===== src/rtl/mesm6_arb_pkg.sv =====
// Shared types for the MESM-6 memory arbiter: FSM state encoding and bus index constants.
package mesm6_arb_pkg;

    typedef enum logic [1:0] {
        IDLE  = 2'd0,
        MEM_I = 2'd1,
        MEM_D = 2'd2
    } arb_state_t;

    localparam logic ARB_I = 1'b0;
    localparam logic ARB_D = 1'b1;

endpackage


===== src/rtl/mesm6_arb_port.sv =====
// One bus side of the arbiter: completion flag, latched read word and pending indication.
module mesm6_arb_port #(
    parameter int DW = 48
) (
    input  logic          clk,
    input  logic          reset,
    input  logic          i_req,
    input  logic          i_ack,
    input  logic          i_is_read,
    input  logic          i_release,
    input  logic [DW-1:0] i_rdata,
    output logic          o_served,
    output logic          o_pending,
    output logic [DW-1:0] o_rdata
);

    logic          r_served;
    logic [DW-1:0] r_rdata;

    // A request dropped while its transfer is in flight must not be marked done.
    always_ff @(posedge clk or negedge reset) begin
        if (!reset) begin
            r_served <= 1'b0;
        end else if (i_release) begin
            r_served <= 1'b0;
        end else if (i_ack && i_req) begin
            r_served <= 1'b1;
        end
    end

    always_ff @(posedge clk or negedge reset) begin
        if (!reset) begin
            r_rdata <= '0;
        end else if (i_ack && i_req && i_is_read) begin
            r_rdata <= i_rdata;
        end
    end

    assign o_served  = r_served;
    assign o_pending = i_req & ~r_served;
    assign o_rdata   = r_rdata;

endmodule


===== src/rtl/mesm6_mem_arbiter.sv =====
// Serialises MESM-6 ibus fetches and dbus reads/writes onto one memory port.
// Define MESM6_ARB_RR_EN for round-robin contention; default is fixed dbus priority.
module mesm6_mem_arbiter
    import mesm6_arb_pkg::*;
#(
    parameter int AW = 15,
    parameter int DW = 48
) (
    input  logic          clk,
    input  logic          reset,
    input  logic          ibus_fetch,
    input  logic [AW-1:0] ibus_addr,
    output logic [DW-1:0] ibus_input,
    output logic          ibus_done,
    input  logic          dbus_read,
    input  logic          dbus_write,
    input  logic [AW-1:0] dbus_addr,
    input  logic [DW-1:0] dbus_output,
    output logic [DW-1:0] dbus_input,
    output logic          dbus_done,
    output logic          mem_req,
    output logic          mem_we,
    output logic [AW-1:0] mem_addr,
    output logic [DW-1:0] mem_wdata,
    input  logic [DW-1:0] mem_rdata,
    input  logic          mem_ack
);

    arb_state_t    r_state;
    arb_state_t    w_state_nx;
    logic          r_mem_req;
    logic          r_mem_we;
    logic [AW-1:0] r_mem_addr;
    logic [DW-1:0] r_mem_wdata;
    logic          w_req_nx;
    logic          w_we_nx;
    logic [AW-1:0] w_addr_nx;
    logic [DW-1:0] w_wdata_nx;

    logic w_dbus_req;
    logic w_served_i;
    logic w_served_d;
    logic w_pend_i;
    logic w_pend_d;
    logic w_release;
    logic w_pick_d;
    logic w_grant;
    logic w_grant_d;

    assign w_dbus_req = dbus_read | dbus_write;

    // Release once every asserted request has completed, so the core unstalls in one cycle.
    assign w_release = (w_served_i | w_served_d)
                     & (~ibus_fetch | w_served_i)
                     & (~w_dbus_req | w_served_d);

    mesm6_arb_port #(.DW(DW)) u_port_i (
        .clk       (clk),
        .reset     (reset),
        .i_req     (ibus_fetch),
        .i_ack     (mem_ack && (r_state == MEM_I)),
        .i_is_read (1'b1),
        .i_release (w_release),
        .i_rdata   (mem_rdata),
        .o_served  (w_served_i),
        .o_pending (w_pend_i),
        .o_rdata   (ibus_input)
    );

    mesm6_arb_port #(.DW(DW)) u_port_d (
        .clk       (clk),
        .reset     (reset),
        .i_req     (w_dbus_req),
        .i_ack     (mem_ack && (r_state == MEM_D)),
        .i_is_read (~r_mem_we),
        .i_release (w_release),
        .i_rdata   (mem_rdata),
        .o_served  (w_served_d),
        .o_pending (w_pend_d),
        .o_rdata   (dbus_input)
    );

`ifdef MESM6_ARB_RR_EN
    logic r_token;

    // Token names the loser of the last two-way contention; it only moves on a real tie.
    always_ff @(posedge clk or negedge reset) begin
        if (!reset) begin
            r_token <= ARB_D;
        end else if ((r_state == IDLE) && w_pend_i && w_pend_d) begin
            r_token <= w_pick_d ? ARB_I : ARB_D;
        end
    end

    assign w_pick_d = (w_pend_i && w_pend_d) ? (r_token == ARB_D) : w_pend_d;
`else
    assign w_pick_d = w_pend_d;
`endif

    always_comb begin
        w_state_nx = r_state;
        w_req_nx   = r_mem_req;
        w_we_nx    = r_mem_we;
        w_addr_nx  = r_mem_addr;
        w_wdata_nx = r_mem_wdata;
        w_grant    = 1'b0;
        w_grant_d  = 1'b0;
        case (r_state)
            IDLE: begin
                if (w_pend_i || w_pend_d) begin
                    w_grant   = 1'b1;
                    w_grant_d = w_pick_d;
                end
            end
            MEM_I: begin
                if (mem_ack) begin
                    if (w_pend_d) begin
                        w_grant   = 1'b1;
                        w_grant_d = 1'b1;
                    end else begin
                        w_state_nx = IDLE;
                        w_req_nx   = 1'b0;
                    end
                end
            end
            MEM_D: begin
                if (mem_ack) begin
                    if (w_pend_i) begin
                        w_grant = 1'b1;
                    end else begin
                        w_state_nx = IDLE;
                        w_req_nx   = 1'b0;
                    end
                end
            end
            default: begin
                w_state_nx = IDLE;
                w_req_nx   = 1'b0;
            end
        endcase
        if (w_grant) begin
            w_req_nx = 1'b1;
            if (w_grant_d) begin
                w_state_nx = MEM_D;
                w_addr_nx  = dbus_addr;
                w_we_nx    = dbus_write;
                w_wdata_nx = dbus_output;
            end else begin
                w_state_nx = MEM_I;
                w_addr_nx  = ibus_addr;
                w_we_nx    = 1'b0;
            end
        end
    end

    always_ff @(posedge clk or negedge reset) begin
        if (!reset) begin
            r_state     <= IDLE;
            r_mem_req   <= 1'b0;
            r_mem_we    <= 1'b0;
            r_mem_addr  <= '0;
            r_mem_wdata <= '0;
        end else begin
            r_state     <= w_state_nx;
            r_mem_req   <= w_req_nx;
            r_mem_we    <= w_we_nx;
            r_mem_addr  <= w_addr_nx;
            r_mem_wdata <= w_wdata_nx;
        end
    end

    assign mem_req   = r_mem_req;
    assign mem_we    = r_mem_we;
    assign mem_addr  = r_mem_addr;
    assign mem_wdata = r_mem_wdata;
    assign ibus_done = w_served_i;
    assign dbus_done = w_served_d;

endmodule


===== config.mk =====
export PLATFORM = sky130hd
export DESIGN_NAME = mesm6_mem_arbiter
export DESIGN_NICKNAME = d
export VERILOG_FILES = /design/src/rtl/mesm6_arb_pkg.sv /design/src/rtl/mesm6_arb_port.sv /design/src/rtl/mesm6_mem_arbiter.sv
export SDC_FILE = /design/constraint.sdc
export NUM_CORES = 1
export LEC_CHECK = 0
export BUFFER_PORTS_ARGS = -buffer_cell sky130_fd_sc_hd__buf_2
export CORE_UTILIZATION = 30
export DETAILED_ROUTE_END_ITERATION = 8
export HOLD_SLACK_MARGIN = 0.02
export MAX_ROUTING_LAYER = met4
export PLACE_DENSITY = 0.56
export SETUP_SLACK_MARGIN = 0.4
export SKIP_CTS_REPAIR_TIMING = 1
export SYNTH_ARGS = -nofsm -noshare
export SYNTH_HDL_FRONTEND = slang
export SYNTH_SLANG_ARGS = --single-unit

===== constraint.sdc =====
create_clock -name clk -period 2 [get_ports clk]
set_input_delay 0 -clock clk [delete_from_list [all_inputs] [get_ports clk]]
set_output_delay 0 -clock clk [all_outputs]
set_load 0.02 [all_outputs]

# [After elaboration in Yosys (flattened, before gate mapping)]
# Index checks and enable logic that the tools add are counted.
[op_classes] n_reduce_logical=11 n_mux=27 bitwise_logic=13 eq_ne=7
[ops] operator="1-bit two-way mux" count=16
[ops] operator="15-bit two-way mux" count=1
[ops] operator="2-bit two-way mux" count=6
[ops] operator="3-bit != test (second input constant)" count=4
[ops] operator="1-bit one-hot mux with 3 select lines" count=2
[ops] operator="2-bit one-hot mux with 3 select lines" count=1
[ops] operator="1-bit logical AND" count=5
[ops] operator="1-bit NOT" count=5
[ops] operator="5-bit AND reduction" count=1
[ops] operator="1-bit bitwise AND" count=4
[ops] operator="1-bit bitwise OR" count=4
[ops] operator="2-bit nonzero test" count=2
[ops] operator="2-bit by 1-bit equality test with 1-bit output (second input constant)" count=1
[ops] operator="2-bit equality test (second input constant)" count=1
[ops] operator="2-bit zero test" count=1
[ops] operator="2-bit != test (second input constant)" count=1
[ops] operator="1-bit one-hot mux with 2 select lines" count=1
[ops] operator="2-bit AND reduction" count=1
[ops] operator="1-bit logical OR" count=1
[word_totals] register_bits=165 output_inout_bits=163 inputBits=132 elab_cells=67

# [Longest topological paths before layout]
[logic_depth] depth_word=7 ltp_mapped=7 depth_no_buf=4

# [Modules after synthesis]
# From an unflattened synthesis, not the netlist that was laid out.
[hier_totals] cells_unflattened=399 area_unflattened_um2=6585.1
[by_module_without_submodules] mod="mesm6_arb_port" area_per_inst_um2=1910.6 cells_each=106 seq_area_each_um2=1226.2 instances=2
[by_module_without_submodules] mod="mesm6_mem_arbiter" area_per_inst_um2=2763.9 cells_each=187 seq_area_each_um2=1676.6 instances=1

# [Worst setup path after synthesis]
# OpenSTA, ideal clock, no wires.
[synth_timing] path_type="reg-to-reg" startpoint="register u_port_d.r_served (netlist: u_port_d.o_served)" endpoint="register r_mem_addr[10] (netlist: mem_addr[10])" n_path_buf=1 setup_ps=128 stages_incl_launch_ff=6 required_time_ps=1872 t_arrival_ps=1854 period_less_slack_ps=1982 setup_slack_ps=18 path_cell_list="dfrtp_1 -> o21bai_2 -> nor3_4 -> buf_6 -> mux2_2 -> mux2_1"
[synth_via] elab_chain_cells=6 elab_cells_between_ends=10 classes_between="7 x mux; 2 x bitwise; 1 x reduce/logical"
[synth_lines] item="start: declaration" line_no="mesm6_arb_port.sv:17" text="logic r_served;"
[synth_lines] item="start signal: assignment" line_no="mesm6_arb_port.sv:23" text="r_served <= 1'b0;"
[synth_lines] item="start signal: assignment" line_no="mesm6_arb_port.sv:25" text="r_served <= 1'b0;"
[synth_lines] item="start signal: assignment" line_no="mesm6_arb_port.sv:27" text="r_served <= 1'b1;"
[synth_lines] item="1-bit NOT *" line_no="mesm6_arb_port.sv:40" text="assign o_pending = i_req & ~r_served;"
[synth_lines] item="1-bit bitwise AND *" line_no="mesm6_arb_port.sv:40"
[synth_lines] item="1-bit two-way mux / 1-bit logical OR (equally long branches)" line_no="mesm6_mem_arbiter.sv:117, mesm6_mem_arbiter.sv:110"
[synth_lines] item="1-bit two-way mux, on equally long branches" line_no="mesm6_mem_arbiter.sv:116, mesm6_mem_arbiter.sv:110"
[synth_lines] item="1-bit one-hot mux with 2 select lines" line_no="mesm6_mem_arbiter.sv:108" text="case (r_state)"
[synth_lines] item="15-bit two-way mux" line_no="mesm6_mem_arbiter.sv:143" text="if (w_grant_d) begin"
[synth_lines] item="end signal: assignment" line_no="mesm6_mem_arbiter.sv:167" text="r_mem_addr <= w_addr_nx;"
[synth_lines] item="end: declaration" line_no="mesm6_mem_arbiter.sv:33" text="logic [AW-1:0] r_mem_addr;"
# Mark *: on every way between the ends. The rest lies on a longest branch, timed or not.
# A chain may end at the register's enable or synchronous reset.

# [Final worst setup path]
[layout_timing] startpoint="register u_port_d.r_served (netlist: u_port_d.o_served)" endpoint="register r_mem_addr[6] (netlist: mem_addr[6])"
# The elaborated chain is that of the path after synthesis.

==> impl_metrics.tcl <==
set metrics [dict create \
    viasPerCell 4.46 \
    cp.arrival_ps 2100 \
    fin_hold_ws_ps 25.1 \
    rsz0062_at_grt "true" \
    gp_congestion 0.807 \
    gr-usage-met1_pct 17.0 \
    place_area_um2 8440 \
    fin_setup_tns_ps 0 \
    pwr-share-comb_pct 47.8 \
    cts.htree.levels 4 \
    yosys.area_share.simple_pct 1.53 \
    cts.sinks 165 \
    grt_pass1_wl_um 25500 \
    hp-class "primary input to flop" \
    dp.final_hpwl_um 11700 \
    switchingPower_mw 6.77 \
    use_met2_pct 27.0 \
    critPathMaxFanout 8 \
    fin_worst_skew_ps 5.36 \
    grt_usage_pct 15.6 \
    synth_top_family_by_area "multiplexers" \
    synth.distinct_cells 23 \
    rows 53 \
    relSlewSlack_pct 76.4 \
    synth_common_cells "dfrtp_1, mux2_2, mux2_1" \
    setup_viol 0 \
    synthAdderAreaFrac_pct 0 \
    die_y_um 149 \
    ant_nets 0 \
    slew_violations 0 \
    synth-xor-area-share_pct 0 \
    ys_seq_elements 165 \
    seq_power_share_pct 32.8 \
    numCtsBuffers 17 \
    switching_share_pct 37.3 \
    numPortBuffers 294 \
    finalCriticalPeriod_ps 1800 \
    gr-total-overflow 0 \
    fp.dieW_um 149 \
    totalWireLength_um 20400 \
    layout-drive-gt1-share_pct 59.9 \
    synth_edf_count 0 \
    core-area_um2 21000 \
    synth_top_cell_area_share_pct 64.0 \
    io_pins 295 \
    p_leak_nw 5.36 \
    syn2layout_area_growth_pct 69.6 \
    p_clk_share_pct 19.4 \
    post-route-period-util_pct 89.9 \
    yosysWarnings 0 \
    startpoint_type "flop" \
    clkLatencyLatePin_ps 420 \
    nNetsFinal 985 \
    fin_area_um2 10900 \
    ys.flop_type "dfrtp_1" \
    internal_power_mw 11.4 \
    tightest_slew_ps 354 \
    wl_per_cell_um 17.8 \
    nFillCells 1742 \
    die_area_um2 22100 \
    critPathRequiredTime_ps 2300 \
    grt_max_degree 62 \
    avgSynthCellArea_um2 16.4 \
    cp-end-kind "flop" \
    synth_most_common_cell "dfrtp_1" \
    top_usage_layer "met2" \
    clk_pin_slew_ps 60 \
    p_per_area_nw_per_um2 1660 \
    clock_path_buffers 2 \
    syn_inst 392 \
    start_util_pct 30.7 \
    antenna_cells 0 \
    first_pass_iters 5 \
    grt_pass1_vias 4815 \
    async_flop_share_pct 100 \
    synth_compound_area_share_pct 1.28 \
    drv_cap 0 \
    cts_root_buf "clkbuf_16" \
    synth_area_um2 6450 \
    yosysSeqAreaShare_pct 64.0 \
    max_clock_freq_ghz 0.556 \
    vias 5084 \
    antenna_found_initial 0 \
    synth_area_leader_cell "dfrtp_1" \
    critPathKind "flop to flop" \
    synthMuxAreaShare_pct 30.5 \
    irDropWorstVdd_v 0.000792 \
    cts_tree "yes" \
    drt_iter0_markers 160 \
    synth_area_leaders "dfrtp_1, mux2_2, mux2_1, buf_6, buf_2" \
    outcome "finished, final reports clean" \
    syn-num-nets 524 \
    grtUsageMet3_pct 3.99 \
    finalHoldViolCount 0 \
    remaining_drc_errors 0 \
]
## kinds of logic (layout without fill, tap and decap cells)
family,count (synthesis),count (layout)
AOI/OAI and AO/OA,12,12
buffers and inverters,25,499
DFF,165,165
muxes,175,175
and+or+nand+nor,15,15
## worst max-delay path, cell delays in order, from the launching register on
cell and delay, ps:
dfrtp_2 430, o21bai_4 200, nor3_4 160, buf_4 160, buf_12 130, mux2_2 330, mux2_2 270
## cells in the final DEF, fill, tap and decap left out, types with 2 or more instances in the layout
cell type	n
bufinv_16	4
clkbuf_1	2
dfrtp_1	163
buf_16	2
mux2_4	63
o21ai_0	6
dlygate4sd3_1	130
buf_2	294
nor2_1	4
clkinv_4	2
dfrtp_2	2
inv_1	4
clkbuf_16	25
mux2_1	24
buf_6	9
buf_4	9
clkinvlp_4	3
inv_6	4
buf_12	10
nand2_1	5
mux2_2	87
## worst paths after layout
check,startpoint,end,slack [ps],cells after the start
worst max-delay path,u_port_d.o_served,mem_addr[6],200,6
worst max register to register,u_port_d.o_served,mem_addr[6],200,6
worst min-delay path,mem_ack,r_state[1],30,3
min in group asynchronous,reset,mem_wdata[27],70,2
worst min register to register,mem_wdata[34],mem_wdata[34],480,1
max in group asynchronous,reset,mem_wdata[32],1280,3
## metrics by stage
stage / setup WS (ps) / cells / utilization, % / total power [mW]
3_5_place_dp: 117 / 952 / 40.2 / 13.6
6_report: 201 / 1141 / 52.0 / 18.1
3_3_place_gp: 176 / 952 / 40.2 / 13.4
4_1_cts: 108 / 984 / 43.1 / 17.2
2_1_floorplan: 77.5 / 392 / - / 11.0
5_1_grt: 137 / 1141 / 52.0 / 19.1
## layer usage
layer | vias to the layer above | routed length [um]
li1 | 2325 | -
met1 | 2544 | 8030
met2 | 193 | 10900
met3 | 22 | 1160
met4 | 0 | 302
met5 | - | 0
## power by group through the flow
| stage | combinational, mW | clock (mW) | sequential [mW] |
|---|---|---|---|
| final | 8.67 | 3.51 | 5.94 |
| after global routing | 9.16 | 3.76 | 6.16 |
| after CTS | 7.69 | 3.64 | 5.92 |
| after detailed placement | 7.68 | 0 | 5.95 |
| after global placement | 7.52 | 0 | 5.87 |
| after floorplan | 3.04 | 0 | 7.96 |
## registers in the layout, indices dropped and copies added, names as in the netlist
signal             flops
mem_wdata             48
u_port_d.o_rdata      48
u_port_i.o_rdata      48
mem_addr              15
r_state                2
mem_req                1
mem_we                 1
u_port_d.o_served      1
u_port_i.o_served      1
## cell type report
type	instances	area [um^2]	share of cell area, %
inverters	4	15.0	0.137
repair buffers	463	3410	31.2
clock buffers	19	433	3.96
well taps	275	344	3.15
multi-input cells	202	2400	22.0
flip-flops and latches	165	4130	37.8
clock inverters	13	195	1.79
(Power assumes the default switching activity.)
